--- config.mk ---
export PLATFORM = sky130hd
export DESIGN_NAME = base_mem_bypass_mp
export DESIGN_NICKNAME = d
export VERILOG_FILES = /design/src/rtl/base_mem_bypass_mp.sv
export SDC_FILE = /design/constraint.sdc
export NUM_CORES = 2
export LEC_CHECK = 0
export BUFFER_PORTS_ARGS = -buffer_cell sky130_fd_sc_hd__buf_2
export CORE_UTILIZATION = 63
export DETAILED_ROUTE_END_ITERATION = 6
export HOLD_SLACK_MARGIN = 0.12
export PLACE_DENSITY = 0.8
export REMOVE_ABC_BUFFERS = 1
export SETUP_SLACK_MARGIN = 0.3
export SKIP_LAST_GASP = 1
export SYNTH_ARGS = -nofsm -noshare
export SYNTH_HDL_FRONTEND = slang
export SYNTH_MEMORY_MAX_BITS = 65536
export SYNTH_SLANG_ARGS = --single-unit
export TNS_END_PERCENT = 10
--- constraint.sdc ---
create_clock -name clk -period 2.2 [get_ports clk]
set_input_delay 0.33 -clock clk [delete_from_list [all_inputs] [get_ports clk]]
set_output_delay 0.33 -clock clk [all_outputs]
set_load 0.05 [all_outputs]
--- src/rtl/base_mem_bypass_mp.sv ---
`default_nettype none
// ============================================================================
// Module      : base_mem_bypass_mp
// Description : Multi-read-port RAM (one copy per read port, shared write)
//               with per-lane write-first bypass, programmable read latency
//               and optional forwarding of writes into in-flight reads.
// Revision    : 1.0 - initial release
// ============================================================================
module base_mem_bypass_mp #(
    parameter int WIDTH      = 32,
    parameter int ADDR_WIDTH = 6,
    parameter int DEPTH      = 2**ADDR_WIDTH,
    parameter int NRD        = 2,
    parameter int LAT        = 2,
    parameter int LANES      = 4,
    parameter int FRESH      = 0
) (
    input  logic                      clk,
    input  logic                      reset,
    input  logic                      we,
    input  logic [LANES-1:0]          wbe,
    input  logic [ADDR_WIDTH-1:0]     wa,
    input  logic [WIDTH-1:0]          wd,
    input  logic [NRD-1:0]            re,
    input  logic [NRD*ADDR_WIDTH-1:0] ra,
    output logic [NRD*WIDTH-1:0]      rd,
    output logic [NRD-1:0]            rd_v
);

    localparam int                  c_lane_w = WIDTH / LANES;
    localparam logic [ADDR_WIDTH:0] c_depth  = (ADDR_WIDTH+1)'(DEPTH);

    logic [LANES-1:0] w_wmask;
    assign w_wmask = we ? wbe : '0;

    function automatic logic [WIDTH-1:0] lane_merge(
        input logic [WIDTH-1:0] old_d,
        input logic [WIDTH-1:0] new_d,
        input logic [LANES-1:0] mask
    );
        lane_merge = old_d;
        for (int l = 0; l < LANES; l++) begin
            if (mask[l]) lane_merge[l*c_lane_w +: c_lane_w] = new_d[l*c_lane_w +: c_lane_w];
        end
    endfunction

    assert property (@(posedge clk) disable iff (!reset) we |-> ({1'b0, wa} < c_depth));

    for (genvar p = 0; p < NRD; p++) begin : g_port
        logic [WIDTH-1:0]      r_mem [DEPTH];
        logic [ADDR_WIDTH-1:0] w_ra;
        logic [LANES-1:0]      w_hit0;
        logic [WIDTH-1:0]      w_rdata0;
        logic                  w_fin_v;
        logic [WIDTH-1:0]      w_fin_d;
        logic                  r_out_v;
        logic [WIDTH-1:0]      r_out_d;

        assign w_ra     = ra[p*ADDR_WIDTH +: ADDR_WIDTH];
        assign w_hit0   = (wa == w_ra) ? w_wmask : '0;
        assign w_rdata0 = lane_merge(r_mem[w_ra], wd, w_hit0);

        assert property (@(posedge clk) disable iff (!reset) re[p] |-> ({1'b0, w_ra} < c_depth));

        always_ff @(posedge clk) begin
            for (int l = 0; l < LANES; l++) begin
                if (w_wmask[l]) r_mem[wa][l*c_lane_w +: c_lane_w] <= wd[l*c_lane_w +: c_lane_w];
            end
        end

        if (LAT == 1) begin : g_lat1
            assign w_fin_v = re[p];
            assign w_fin_d = w_rdata0;
        end else begin : g_latn
            // Stages 0..LAT-2; the output register acts as the final stage.
            logic [LAT-2:0]        r_pv;
            logic [WIDTH-1:0]      r_pd  [LAT-1];
            logic [ADDR_WIDTH-1:0] r_pa  [LAT-1];
            logic [WIDTH-1:0]      w_fwd [LAT-1];

            always_comb begin
                for (int k = 0; k < LAT-1; k++) begin
                    w_fwd[k] = (FRESH != 0) ?
                               lane_merge(r_pd[k], wd, (wa == r_pa[k]) ? w_wmask : '0) :
                               r_pd[k];
                end
            end

            always_ff @(posedge clk or negedge reset) begin
                if (!reset) begin
                    r_pv <= '0;
                end else begin
                    r_pv[0] <= re[p];
                    for (int k = 1; k < LAT-1; k++) r_pv[k] <= r_pv[k-1];
                end
            end

            always_ff @(posedge clk) begin
                if (re[p]) begin
                    r_pd[0] <= w_rdata0;
                    r_pa[0] <= w_ra;
                end
                for (int k = 1; k < LAT-1; k++) begin
                    if (r_pv[k-1]) begin
                        r_pd[k] <= w_fwd[k-1];
                        r_pa[k] <= r_pa[k-1];
                    end
                end
            end

            assign w_fin_v = r_pv[LAT-2];
            assign w_fin_d = w_fwd[LAT-2];
        end

        // Output data holds its last value between valid pulses.
        always_ff @(posedge clk or negedge reset) begin
            if (!reset) begin
                r_out_v <= 1'b0;
                r_out_d <= '0;
            end else begin
                r_out_v <= w_fin_v;
                if (w_fin_v) r_out_d <= w_fin_d;
            end
        end

        assign rd[p*WIDTH +: WIDTH] = r_out_d;
        assign rd_v[p]              = r_out_v;
    end

endmodule
`default_nettype wire
==> out/metrics.cfg <==
[run_status]
outcome = finished with violations
violations = DRC, setup timing

[final_layout]
drive_above_1_share_pct = 33.9
register_area_um2 = 65100
fin_util_pct = 76.4
multiInputGateArea_um2 = 33700
num-nets-final = 6671
syn_to_final_growth_pct = 20.3
fillers = 8344

[detailed_routing]
antenna_left = 0
route.detailed.drc = 19
routed_via_density = 7.80
num_vias = 69219
drtIter0Drc = 13198
wl_per_cell_um = 40.6
firstDrtPassIters = 7
drt-total-wl_um = 360000

[yosys]
synth_top_area_share_pct = 63.0
yosys.cell_types.count = 69
ys.flop_type = edfxtp_1
syn_inst = 5699
synth-edff-count = 2112
yosysTopAreaCell = edfxtp_1
yosysSeqAreaShare_pct = 64.7
synth_common_cells = edfxtp_1 (2112), mux4_2 (714), mux2i_1 (694), a22oi_1 (380), nor2_1 (298)
synthTopCellsByArea = edfxtp_1 (63%), mux4_2 (16%), mux2i_1 (6.9%)
avgSynthCellArea_um2 = 17.7
synth_async_sr_flop_share_pct = 3.12
syn_area_um2 = 101000
yosys_register_bits = 2180
synth.most_common_cell = edfxtp_1
yosysWarnings = 0

[worst_setup_path]
worstPathCellList = mux4_2 > a22o_1 > nor4_4 > buf_4 > a31oi_1 > a32o_1
crit_type = reg -> reg
slowest_delay_ns = 0.48
crit_path_start_kind = flop
arrival_ns = 3.00
cpMaxStageDelayCell = mux4_2
crit_required_ns = 2.83
end_kind = flop
cp_max_fo = 2

[die]
coreArea_um2 = 159000
die_w_um = 402
ios = 125
chipHeight_um = 402
placementRows = 146
start_util_pct = 63.5
die_area_um2 = 161000

[cts]
clk_latency_ns = 0.91
clock_sinks = 2180
cts_tree = built
path_clk_slew_ns = 0.07
cts_buffers = 210
cts_root_buf = clkbuf_16
cts_buffer_depth = 3
cts_setup_buffers = 0
htreeDepth = 4

[sta]
relSlewSlack_pct = 29.5
max_freq_ghz = 0.422
fin_crit_ns = 2.37
tightest_slew_ns = 1.06
fin_crit_sh_pct = 108
setup_viol = 37
setup_slack_ns = -0.170
final_max_slew_viol_count = 0
skew_ns = 0.0628
rsz0062_at_grt = yes
hold_violations = 0

[pwr]
power.leakage_nw = 41.6
vdd.ir_drop.worst_v = 0.00105
p_per_area_nw_per_um2 = 772

[global_routing]
antenna_found_initial = 19
grt_overflow = 0
grt_first_pass_wirelength_um = 503000
grt_pass1_vias = 69351
grt_use_total_pct = 44.7
grt_max_degree = 65

[placed_design]
dp_hpwl_um = 239000
dp_slack_ns = -0.892
port_buffers = 124
gp_congestion = 1.06

[flow_run]
cap_violations = 0

[min_path]
hold_class = in -> reg

[cells in the final DEF (no fill, tap or decap), types with 22 or more instances in the layout]
master | synthesis | routed
a22o_1 | 40 | 40
a31oi_1 | 47 | 38
bufinv_16 | 0 | 23
buf_4 | 40 | 692
edfxtp_1 | 2112 | 2112
clkinv_1 | 1 | 26
mux2_2 | 69 | 69
nand2_1 | 153 | 148
a22oi_1 | 380 | 379
clkinv_2 | 0 | 40
mux4_2 | 714 | 714
clkbuf_1 | 184 | 45
buf_12 | 0 | 315
nor3_1 | 23 | 22
clkbuf_16 | 0 | 210
buf_2 | 193 | 114
dlygate4sd3_1 | 0 | 36
a21oi_1 | 36 | 36
dfrtp_1 | 68 | 66
nor4_1 | 44 | 29
nand3_1 | 208 | 206
mux2i_1 | 694 | 694
a32o_1 | 45 | 45
o22ai_1 | 104 | 104
a211oi_1 | 25 | 25
nor2_1 | 298 | 295
[flip-flops by register name (all words and copies together), names as in the netlist]
| register | count |
|---|---|
| g_port.r_mem | 2048 |
| g_port.g_latn.r_pd | 64 |
| g_port.r_out_d | 64 |
| g_port.g_latn.r_pv | 2 |
| g_port.r_out_v | 2 |
[where the power goes]
group / switching (mW) / total (mW) / leakage [nW] / internal (mW)
clock network: 16.4 / 37.4 / 3.46 / 21.1
registers: 0.320 / 46.3 / 19.8 / 46.0
logic: 5.83 / 9.67 / 18.3 / 3.84
total: 22.5 / 93.4 / 41.6 / 70.9
[per-stage QoR]
| step | cell area, um2 | std cells | power [mW] | hold WS, ns | setup TNS (ns) |
|---|---|---|---|---|---|
| final | 121000 | 8875 | 93.4 | 0.227 | -2.14 |
| after floorplan | 98400 | 5238 | 50.9 | 0.0344 | -172.74 |
| after CTS | 121000 | 8863 | 92.9 | 0.160 | -0.556 |
| after global routing | 121000 | 8865 | 94.9 | 0.226 | -3.03 |
| after global placement | 113000 | 8436 | 56.0 | 0.202 | -59.17 |
| after detailed placement | 113000 | 8436 | 56.2 | 0.206 | -61.99 |
[path summary, 6_finish.rpt]
| kind | startpoint | to | slack, ns | cells after the start |
|---|---|---|---|---|
| setup / recovery | g_port[1].r_mem[7][11] | g_port[0].g_latn.r_pd[0][11] | -0.17 | 6 |
| hold / removal | wd[12] | g_port[0].r_mem[57][12] | 0.23 | 1 |
| setup reg to reg | g_port[1].r_mem[7][11] | g_port[0].g_latn.r_pd[0][11] | -0.17 | 6 |
| hold reg to reg | g_port[1].g_latn.r_pd[0][3] | g_port[1].r_out_d[3] | 0.49 | 1 |
| max in group asynchronous | reset | g_port[1].r_out_d[5] | 0.77 | 4 |
| min in group asynchronous | reset | g_port[1].r_out_d[10] | 0.60 | 4 |
[worst max-delay path: cells and delay by family (launching register included)]
kind	cells	cell delay, ns
buffers and inverters	1	0.17
and+or+nand+nor	1	0.24
muxes	1	0.48
AOI/OAI and AO/OA	3	0.83
DFF	1	0.40
[what timing repair did]
item,4_1_cts,5_1_grt
hold buffers,36,0
setup endpoints to repair,68,68
pin swaps,1,3
hold endpoints to repair,1004,0
gates resized for setup,29,14
[per-layer routing]
metal	share of wire, %	global-route usage (%)	up-vias
met2	44	66.5	7700
met4	9.2	32.0	22
met1	30	54.1	33682
met5	0.045	0	-
li1	-	-	25803
met3	17	16.8	2012
[kinds of logic (layout without fill, tap and decap cells)]
family | Yosys count | in the layout | share of synthesized area, %
buffers and inverters | 464 | 1556 | 2.24
DFF | 2180 | 2180 | 64.7
xor gates and xnor gates | 12 | 12 | 0.104
AOI/OAI and AO/OA | 735 | 735 | 5.39
and+or+nand+nor | 829 | 829 | 3.86
other | 0 | 12 | 0
muxes | 1479 | 1479 | 23.7
[final cells by class]
type / instances / share of cell area, %
clock buffer: 274 / 4.70
antenna: 12 / 0.0248
multi-input combinational: 3055 / 27.8
inverter: 3 / 0.00930
clock inverter: 117 / 1.17
sequential: 2180 / 53.8
tap: 2072 / 2.14
timing repair buffer: 1162 / 10.3
Note: power is estimated with default switching activity, not from simulation.
